--- src/rtl/stopwatch_pkg.sv ---
// Shared stopwatch definitions: mode encoding and default timing constants.
// The display driver also imports this package.
package stopwatch_pkg;

  typedef enum logic [1:0] {
    IDLE = 2'd0,
    RUN  = 2'd1,
    LAP  = 2'd2,
    STOP = 2'd3
  } state_t;

  localparam int CLK_HZ_DEF     = 100_000_000;
  localparam int TICK_HZ_DEF    = 100;
  localparam int DEB_CYCLES_DEF = 1_000_000;

  function automatic logic is_running(input state_t s);
    return (s == RUN) || (s == LAP);
  endfunction

endpackage

--- src/rtl/stopwatch_ctrl_btn_debounce.sv ---
// Push-button conditioner: 2-FF synchronizer, stability counter, and a
// one-cycle press pulse on each accepted rising level.
module btn_debounce
  import stopwatch_pkg::*;
#(
  parameter int DEB_CYCLES = DEB_CYCLES_DEF
) (
  input  logic clk,
  input  logic reset,
  input  logic btn_raw,
  output logic level,
  output logic press
);

  localparam int CNT_W = (DEB_CYCLES > 1) ? $clog2(DEB_CYCLES) : 1;
  localparam logic [CNT_W-1:0] CNT_MAX = CNT_W'(DEB_CYCLES - 1);

  logic             sync_p0;
  logic             sync_p1;
  logic             level_d;
  logic [CNT_W-1:0] cnt;

  always_ff @(posedge clk) begin
    if (reset) begin
      sync_p0 <= 1'b0;
      sync_p1 <= 1'b0;
      cnt     <= '0;
      level   <= 1'b0;
      level_d <= 1'b0;
      press   <= 1'b0;
    end else begin
      sync_p0 <= btn_raw;
      sync_p1 <= sync_p0;
      level_d <= level;
      press   <= level & ~level_d;
      // Any agreeing sample restarts the stability window.
      if (sync_p1 == level) begin
        cnt <= '0;
      end else if (cnt == CNT_MAX) begin
        cnt   <= '0;
        level <= ~level;
      end else begin
        cnt <= cnt + 1'b1;
      end
    end
  end

endmodule

--- src/rtl/stopwatch_ctrl.sv ---
// Stopwatch mode controller: button conditioning, IDLE/RUN/LAP/STOP FSM,
// centisecond prescaler, and the clear/freeze strobes for the datapath.
module stopwatch_ctrl
  import stopwatch_pkg::*;
#(
  parameter int CLK_HZ     = CLK_HZ_DEF,
  parameter int TICK_HZ    = TICK_HZ_DEF,
  parameter int DEB_CYCLES = DEB_CYCLES_DEF
) (
  input  logic       clk,
  input  logic       reset,
  input  logic       start_stop,
  input  logic       lap,
  output logic       count_en,
  output logic       clear,
  output logic       freeze,
  output logic       running,
  output logic [1:0] state
);

  localparam int DIV   = CLK_HZ / TICK_HZ;
  localparam int PRE_W = $clog2(DIV);
  localparam logic [PRE_W-1:0] PRE_MAX = PRE_W'(DIV - 1);

  state_t           state_q;
  state_t           state_d;
  logic [PRE_W-1:0] presc;
  logic             advance;
  logic             ss_press;
  logic             lp_press;
  logic             ss_level_unused;
  logic             lp_level_unused;

  btn_debounce #(.DEB_CYCLES(DEB_CYCLES)) u_ss_deb (
    .clk    (clk),
    .reset  (reset),
    .btn_raw(start_stop),
    .level  (ss_level_unused),
    .press  (ss_press)
  );

  btn_debounce #(.DEB_CYCLES(DEB_CYCLES)) u_lp_deb (
    .clk    (clk),
    .reset  (reset),
    .btn_raw(lap),
    .level  (lp_level_unused),
    .press  (lp_press)
  );

  // start_stop is tested first everywhere, so it wins a same-cycle collision.
  always_comb begin
    state_d = state_q;
    case (state_q)
      IDLE: if (ss_press) state_d = RUN;
      RUN:  if (ss_press) state_d = STOP; else if (lp_press) state_d = LAP;
      LAP:  if (ss_press) state_d = STOP; else if (lp_press) state_d = RUN;
      STOP: if (ss_press) state_d = RUN;  else if (lp_press) state_d = IDLE;
      default: state_d = IDLE;
    endcase
  end

  // The prescaler only moves while running now and next, so no tick can land
  // in a cycle that shows STOP/IDLE, and the partial count survives a stop.
  assign advance = is_running(state_q) && is_running(state_d);

  always_ff @(posedge clk) begin
    if (reset) begin
      state_q  <= IDLE;
      presc    <= '0;
      count_en <= 1'b0;
      clear    <= 1'b1;
      freeze   <= 1'b0;
      running  <= 1'b0;
    end else begin
      state_q  <= state_d;
      freeze   <= (state_d == LAP);
      running  <= is_running(state_d);
      clear    <= (state_q == STOP) && (state_d == IDLE);
      count_en <= advance && (presc == PRE_MAX);
      if (state_d == IDLE) begin
        presc <= '0;
      end else if (advance) begin
        presc <= (presc == PRE_MAX) ? '0 : presc + 1'b1;
      end
    end
  end

  assign state = state_q;

endmodule

--- config.mk ---
export PLATFORM = sky130hd
export DESIGN_NAME = stopwatch_ctrl
export DESIGN_NICKNAME = d
export VERILOG_FILES = /design/src/rtl/stopwatch_pkg.sv /design/src/rtl/stopwatch_ctrl_btn_debounce.sv /design/src/rtl/stopwatch_ctrl.sv
export SDC_FILE = /design/constraint.sdc
export NUM_CORES = 1
export LEC_CHECK = 0
export CAP_MARGIN = 30
export CORE_UTILIZATION = 37
export DETAILED_ROUTE_END_ITERATION = 7
export PLACE_DENSITY = 0.64
export SLEW_MARGIN = 20
export SYNTH_ARGS = -nofsm -noshare
export SYNTH_HDL_FRONTEND = slang
export SYNTH_SLANG_ARGS = --single-unit
--- constraint.sdc ---
create_clock -name clk -period 3.5 [get_ports clk]
set_input_delay 0.875 -clock clk [delete_from_list [all_inputs] [get_ports clk]]
set_output_delay 0.875 -clock clk [all_outputs]
set_load 0.02 [all_outputs]
==> impl_metrics.json, run 1 <==
{
  "routed-via-count": 2612,
  "period_share_pct": 90.0,
  "cts_resized": 0,
  "gr-total-overflow": 0,
  "synth_top_family_by_area": "simple AND/OR/NAND/NOR gates",
  "synthMuxAreaShare_pct": 0.296,
  "ant_nets": 0,
  "routedWlPerCell_um": 11.8,
  "drc": 6,
  "gp_congestion": 0.771,
  "nFillCells": 870,
  "synthesis.nets": 394,
  "syn_avg_cell_area_um2": 8.89,
  "synth_seq_cells": 76,
  "synth-compound-area-share_pct": 11.0,
  "path_class": "reg -> reg",
  "clockRootBuffer": "clkbuf_8",
  "p_leak_nw": 1.13,
  "num_antenna_cells": 0,
  "synth_xor_area_share_pct": 8.53,
  "dp_hpwl_mm": 4.12,
  "cts_tree": "done",
  "antenna_found_initial": 0,
  "die_y_um": 97.7,
  "crit_arrival_ns": 3.45,
  "fin_skew_ns": 0.0152,
  "path_max_fanout": 11,
  "worstMarginPinSlew_ns": 0.518,
  "first_pass_iters": 7,
  "dieArea_um2": 9540,
  "finalNetCount": 405,
  "multiInputGateArea_um2": 1750,
  "viasPerCell": 5.17,
  "syn_to_final_growth_pct": 11.2,
  "final.min_clock_period_ns": 3.15,
  "io_pins": 10,
  "required_ns": 3.80,
  "synthSimpleGateAreaFrac_pct": 28.4,
  "io_buffers": 9,
  "seq_area_frac_synth_pct": 44.9,
  "post_cts_buffers": 0,
  "htreeDepth": 3,
  "dpl_cell_area_um2": 3580,
  "clkSinkCount": 76,
  "grt_first_pass_wirelength_mm": 10.8,
  "clk_pin_slew_worst_paths_ns": 0.09,
  "start_kind": "register",
  "netlist_area_um2": 3390,
  "final_max_slew_viol_count": 0,
  "cts_hold_buf": 0,
  "postSynthCellCount": 381,
  "drv_cap": 0,
  "drt-initial-drc-count": 89,
  "ys.warnings.count": 0,
  "outcome": "finished, violations left",
  "peakVddDrop_uv": 143,
  "first_global_vias": 2486,
  "hold_class": "reg -> reg",
  "clk_latency_ns": 0.36,
  "hold_viol": 0,
  "setup_viol": 0,
  "p_per_area_nw_per_um2": 400,
  "die_w_um": 97.7,
  "area.sequential_um2": 1520,
  "core_um2": 8810,
  "initial_utilization_pct": 38.5,
  "synth_cell_types": 41,
  "cts-buffers-inserted": 9,
  "maxSlewHeadroom_pct": 65.3,
  "routed_wl_mm": 5.98,
  "drive_above_1_share_pct": 8.06,
  "grt_max_degree": 20,
  "totalNegativeSetupSlack_ns": 0,
  "fin_area_um2": 3770,
  "end_kind": "register",
  "track_usage_pct": 13.8,
  "synthAdderAreaFrac_pct": 3.32,
  "violations": "design-rule violations",
  "cts_buffer_depth": 2,
  "fmax_mhz": 318,
  "grt_setup_unrepaired": "no",
  "rows": 34
}
worst paths after layout:
kind                                from  slack, ns  cells past startpoint                         to
max                  state[1]$_SDFF_PP0_       0.35                     10     presc[17]$_SDFFE_PP0P_
max reg2reg          state[1]$_SDFF_PP0_       0.35                     10     presc[17]$_SDFFE_PP0P_
min          u_lp_deb.level_d$_SDFF_PP0_       0.38                      1  u_lp_deb.press$_SDFF_PP0_
min reg2reg  u_lp_deb.level_d$_SDFF_PP0_       0.38                      1  u_lp_deb.press$_SDFF_PP0_
state kept, by name, indices dropped and copies added, names as in the netlist, 2 cells and up:
register / cells
u_lp_deb.cnt: 20
state: 2
presc: 20
u_ss_deb.cnt: 20
power breakdown:
group          leakage (nW)  internal [W]  switching (W)
Sequential            0.613      0.000867     0.00000182
Combinational         0.437    0.00000807      0.0000106
Clock                0.0811      0.000280       0.000339
Total                  1.13       0.00115       0.000351
cell type report:
| cell class | count | area share [%] |
|---|---|---|
| repair buffers | 13 | 3.19 |
| clock buffers | 10 | 3.65 |
| multi-input cells | 277 | 46.4 |
| well taps | 108 | 3.59 |
| flip-flops and latches | 76 | 40.4 |
| clock inverters | 6 | 1.26 |
| inverters | 15 | 1.50 |
cell usage in the layout (no fill, tap or decap), types with 6 or more instances in the layout:
master / synthesis / routed
dfxtp_1: 76 / 76
nor2_1: 43 / 43
a21oi_1: 27 / 27
xor2_1: 23 / 23
nand3_1: 22 / 22
o21ai_0: 18 / 18
nand2_1: 17 / 17
inv_1: 15 / 15
nand4_1: 15 / 15
or3_1: 14 / 14
nor2b_1: 11 / 11
or4_1: 11 / 11
xnor2_1: 10 / 10
clkbuf_8: 0 / 10
o31ai_1: 9 / 9
ha_1: 9 / 9
clkdlybuf4s50_1: 0 / 9
and2_1: 7 / 7
nor3_1: 6 / 6
per-layer routing:
metal	wire length [µm]	share of wire, %	up-vias	track usage, %
met1	3020	51	1203	17.0
met2	2660	44	29	22.3
met5	0	0	-	0
li1	-	-	1366	-
met3	129	2.2	14	2.37
met4	172	2.9	0	8.39
synthesized netlist by cell type:
master	number	area, µm²
and2_1	7	43.8
o21ai_4	1	16.3
nand4_1	15	93.8
xor2_1	23	201
ha_1	9	113
and3_1	4	25.0
nor4_1	1	6.26
nand2b_1	1	6.26
o21ai_1	1	5.00
nand3_1	22	110
inv_1	15	56.3
nor3_1	6	30.0
buf_6	1	11.3
nor2b_1	11	68.8
and4_1	4	35.0
a21oi_1	27	135
nor4b_1	5	43.8
o41ai_4	1	27.5
or4b_1	1	10.0
o31ai_1	9	67.6
nand4b_1	1	8.76
nand3_2	2	20.0
o21ai_0	18	90.1
buf_2	4	20.0
or3_1	14	87.6
a21oi_2	1	8.76
clkbuf_1	8	30.0
a21o_1	1	7.51
dfxtp_1	76	1520
mux2i_1	1	10.0
and3_2	1	7.51
or2_2	1	6.26
nor2_1	43	161
xnor2_1	10	87.6
a22o_1	1	8.76
or4_1	11	82.6
a31oi_1	1	6.26
nand2_1	17	63.8
or4_4	2	22.5
nor3b_1	1	7.51
or3_2	3	22.5
through the flow:
step / cells / util [%] / setup WS [ns] / hold WS, ns / total power [W]
after floorplan: 381 / - / 0.437 / 0.367 / 0.000900
after global placement: 489 / 40.7 / 0.498 / 0.372 / 0.000908
after detailed placement: 489 / 40.7 / 0.387 / 0.373 / 0.000908
after CTS: 505 / 42.8 / 0.367 / 0.377 / 0.00152
after global routing: 505 / 42.8 / 0.104 / 0.400 / 0.00156
final: 505 / 42.8 / 0.351 / 0.380 / 0.00151
critical path, cell delays in order, from the launching register on:
cell,delay [ns]
dfxtp_1,0.42
inv_1,0.10
ha_1,0.22
nor2b_1,0.15
mux2i_1,0.09
a22o_1,0.27
ha_1,0.37
and4_1,0.36
nand4_1,0.39
or4_1,0.59
a21oi_1,0.15
cells by family after synthesis:
logic type	after synthesis
compound gates	61
xor+xnor	33
fa+ha+maj	9
buf+inv	28
flops	76
mux	1
simple gates	173
Power figures use the tool's default switching activity.
==> inputs of run 2 (changes only) <==
--- a/config.mk
+++ b/config.mk
@@ -8,7 +8,7 @@
 export CAP_MARGIN = 30
 export CORE_UTILIZATION = 37
 export DETAILED_ROUTE_END_ITERATION = 7
-export PLACE_DENSITY = 0.64
+export PLACE_DENSITY_LB_ADDON = 0.2
 export SLEW_MARGIN = 20
 export SYNTH_ARGS = -nofsm -noshare
 export SYNTH_HDL_FRONTEND = slang
==> impl_metrics.json, run 2 (same netlist as run 1, synthesis figures left out) <==
{
  "clk_latency_ns": 0.35,
  "grt_max_degree": 20,
  "cts_resized": 0,
  "fin_util_pct": 43.2,
  "dpl_cell_area_um2": 3580,
  "critPathSlowestCell": "or4_1",
  "hold_class": "reg -> reg",
  "track_usage_pct": 14.1,
  "final_common_cell": "dfxtp_1",
  "io_pins": 10,
  "cts_tree": "done",
  "cts_hold_buf": 0,
  "die_w_um": 97.7,
  "dp_hpwl_mm": 4.28,
  "worstMarginPinSlew_ns": 0.762,
  "initial_utilization_pct": 38.5,
  "peakVddDrop_uv": 197,
  "drv_cap": 0,
  "hold_viol": 0,
  "die_y_um": 97.7,
  "fin_skew_ns": 0.00747,
  "start_kind": "register",
  "ant_nets": 0,
  "io_buffers": 9,
  "crit_top_cell": "ha_1",
  "rows": 34,
  "dieArea_um2": 9540,
  "cpPeakStageDelay_ns": 0.59,
  "setup_viol": 0,
  "drt-initial-drc-count": 107,
  "layout_common_cells": "76 x dfxtp_1, 43 x nor2_1, 27 x a21oi_1, 23 x xor2_1, 22 x nand3_1",
  "clk_pin_slew_worst_paths_ns": 0.08,
  "p_per_area_nw_per_um2": 430,
  "required_ns": 3.78,
  "met3WireLength_um": 188,
  "fmax_mhz": 313,
  "fin_area_um2": 3800,
  "wirelength_met1_mm": 3.06,
  "num_antenna_cells": 0,
  "final_max_slew_viol_count": 0,
  "path_buf_inv": 1,
  "gr-total-overflow": 0,
  "p_leak_nw": 1.16,
  "path_max_fanout": 11,
  "wl_met2_mm": 2.75,
  "clockRootBuffer": "clkbuf_8",
  "path_class": "reg -> reg",
  "end_kind": "register",
  "drc": 4,
  "final.min_clock_period_ns": 3.19,
  "cp_top_family": "simple AND/OR/NAND/NOR gates",
  "cts-buffers-inserted": 9,
  "crit_arrival_ns": 3.48,
  "totalNegativeSetupSlack_ns": 0,
  "maxSlewHeadroom_pct": 48.8,
  "grt_setup_unrepaired": "no",
  "cts_buffer_depth": 2,
  "routed-via-count": 2584,
  "crit_chain": "inv_1 -> ha_1 -> nor2b_1 -> mux2i_1 -> a22o_1 -> ha_1 -> and4_1 -> nand4_1 -> or4_1 -> a21oi_1",
  "gp_congestion": 0.809,
  "grt_first_pass_wirelength_mm": 10.8,
  "routed_wl_mm": 6.13,
  "top_regs": "presc: 20 flops, u_lp_deb.cnt: 20 flops, u_ss_deb.cnt: 20 flops",
  "nFillCells": 865,
  "routedWlPerCell_um": 12.1,
  "clkSinkCount": 76,
  "drive_above_1_share_pct": 8.06,
  "htreeDepth": 3,
  "first_global_vias": 2430,
  "finalNetCount": 405,
  "syn_to_final_growth_pct": 12.3,
  "top_layer_used": "met4",
  "antenna_found_initial": 0,
  "first_pass_iters": 6,
  "post_cts_buffers": 0,
  "outcome": "finished, violations left",
  "viasPerCell": 5.12,
  "period_share_pct": 91.2,
  "violations": "design-rule violations",
  "core_um2": 8810
}
==> run 2: final cells by class <==
cell class / instances / area [µm²] / area share, %
Inverter: 15 / 56.3 / 1.48
Sequential cell: 76 / 1520 / 40.0
Clock inverter: 7 / 98.8 / 2.60
Clock buffer: 9 / 124 / 3.26
Timing Repair Buffer: 13 / 120 / 3.16
Multi-Input combinational cell: 277 / 1750 / 46.0
Tap cell: 108 / 135 / 3.55
==> run 2: stage by stage <==
stage / setup WS [ns] / hold WS, ns / std cells / total power, W
6_report: 0.307 / 0.384 / 505 / 0.00164
5_1_grt: 0.0699 / 0.391 / 505 / 0.00171
4_1_cts: 0.286 / 0.387 / 505 / 0.00166
3_5_place_dp: 0.313 / 0.375 / 489 / 0.000909
3_3_place_gp: 0.498 / 0.372 / 489 / 0.000909
2_1_floorplan: 0.437 / 0.367 / 381 / 0.000900
==> run 2: path summary, 6_finish.rpt <==
kind                          startpoint                        end  slack [ns]  cells after the start
min          u_lp_deb.level_d$_SDFF_PP0_  u_lp_deb.press$_SDFF_PP0_        0.38                      1
min reg2reg  u_lp_deb.level_d$_SDFF_PP0_  u_lp_deb.press$_SDFF_PP0_        0.38                      1
max                  state[0]$_SDFF_PP0_     presc[17]$_SDFFE_PP0P_        0.31                     10
max reg2reg          state[0]$_SDFF_PP0_     presc[17]$_SDFFE_PP0P_        0.31                     10
==> run 2: power by group <==
group / switching (W) / internal, W / leakage [nW]
combinational: 0.0000108 / 0.00000805 / 0.437
clock: 0.000342 / 0.000406 / 0.110
sequential: 0.00000178 / 0.000867 / 0.613
total: 0.000355 / 0.00128 / 1.16
==> run 2: metal layers <==
layer  global-route usage, %  vias to the layer above
li1                        -                     1370
met1                    17.6                     1176
met2                    22.0                       27
met3                    4.46                       11
met4                    6.29                        0
met5                       0                        -
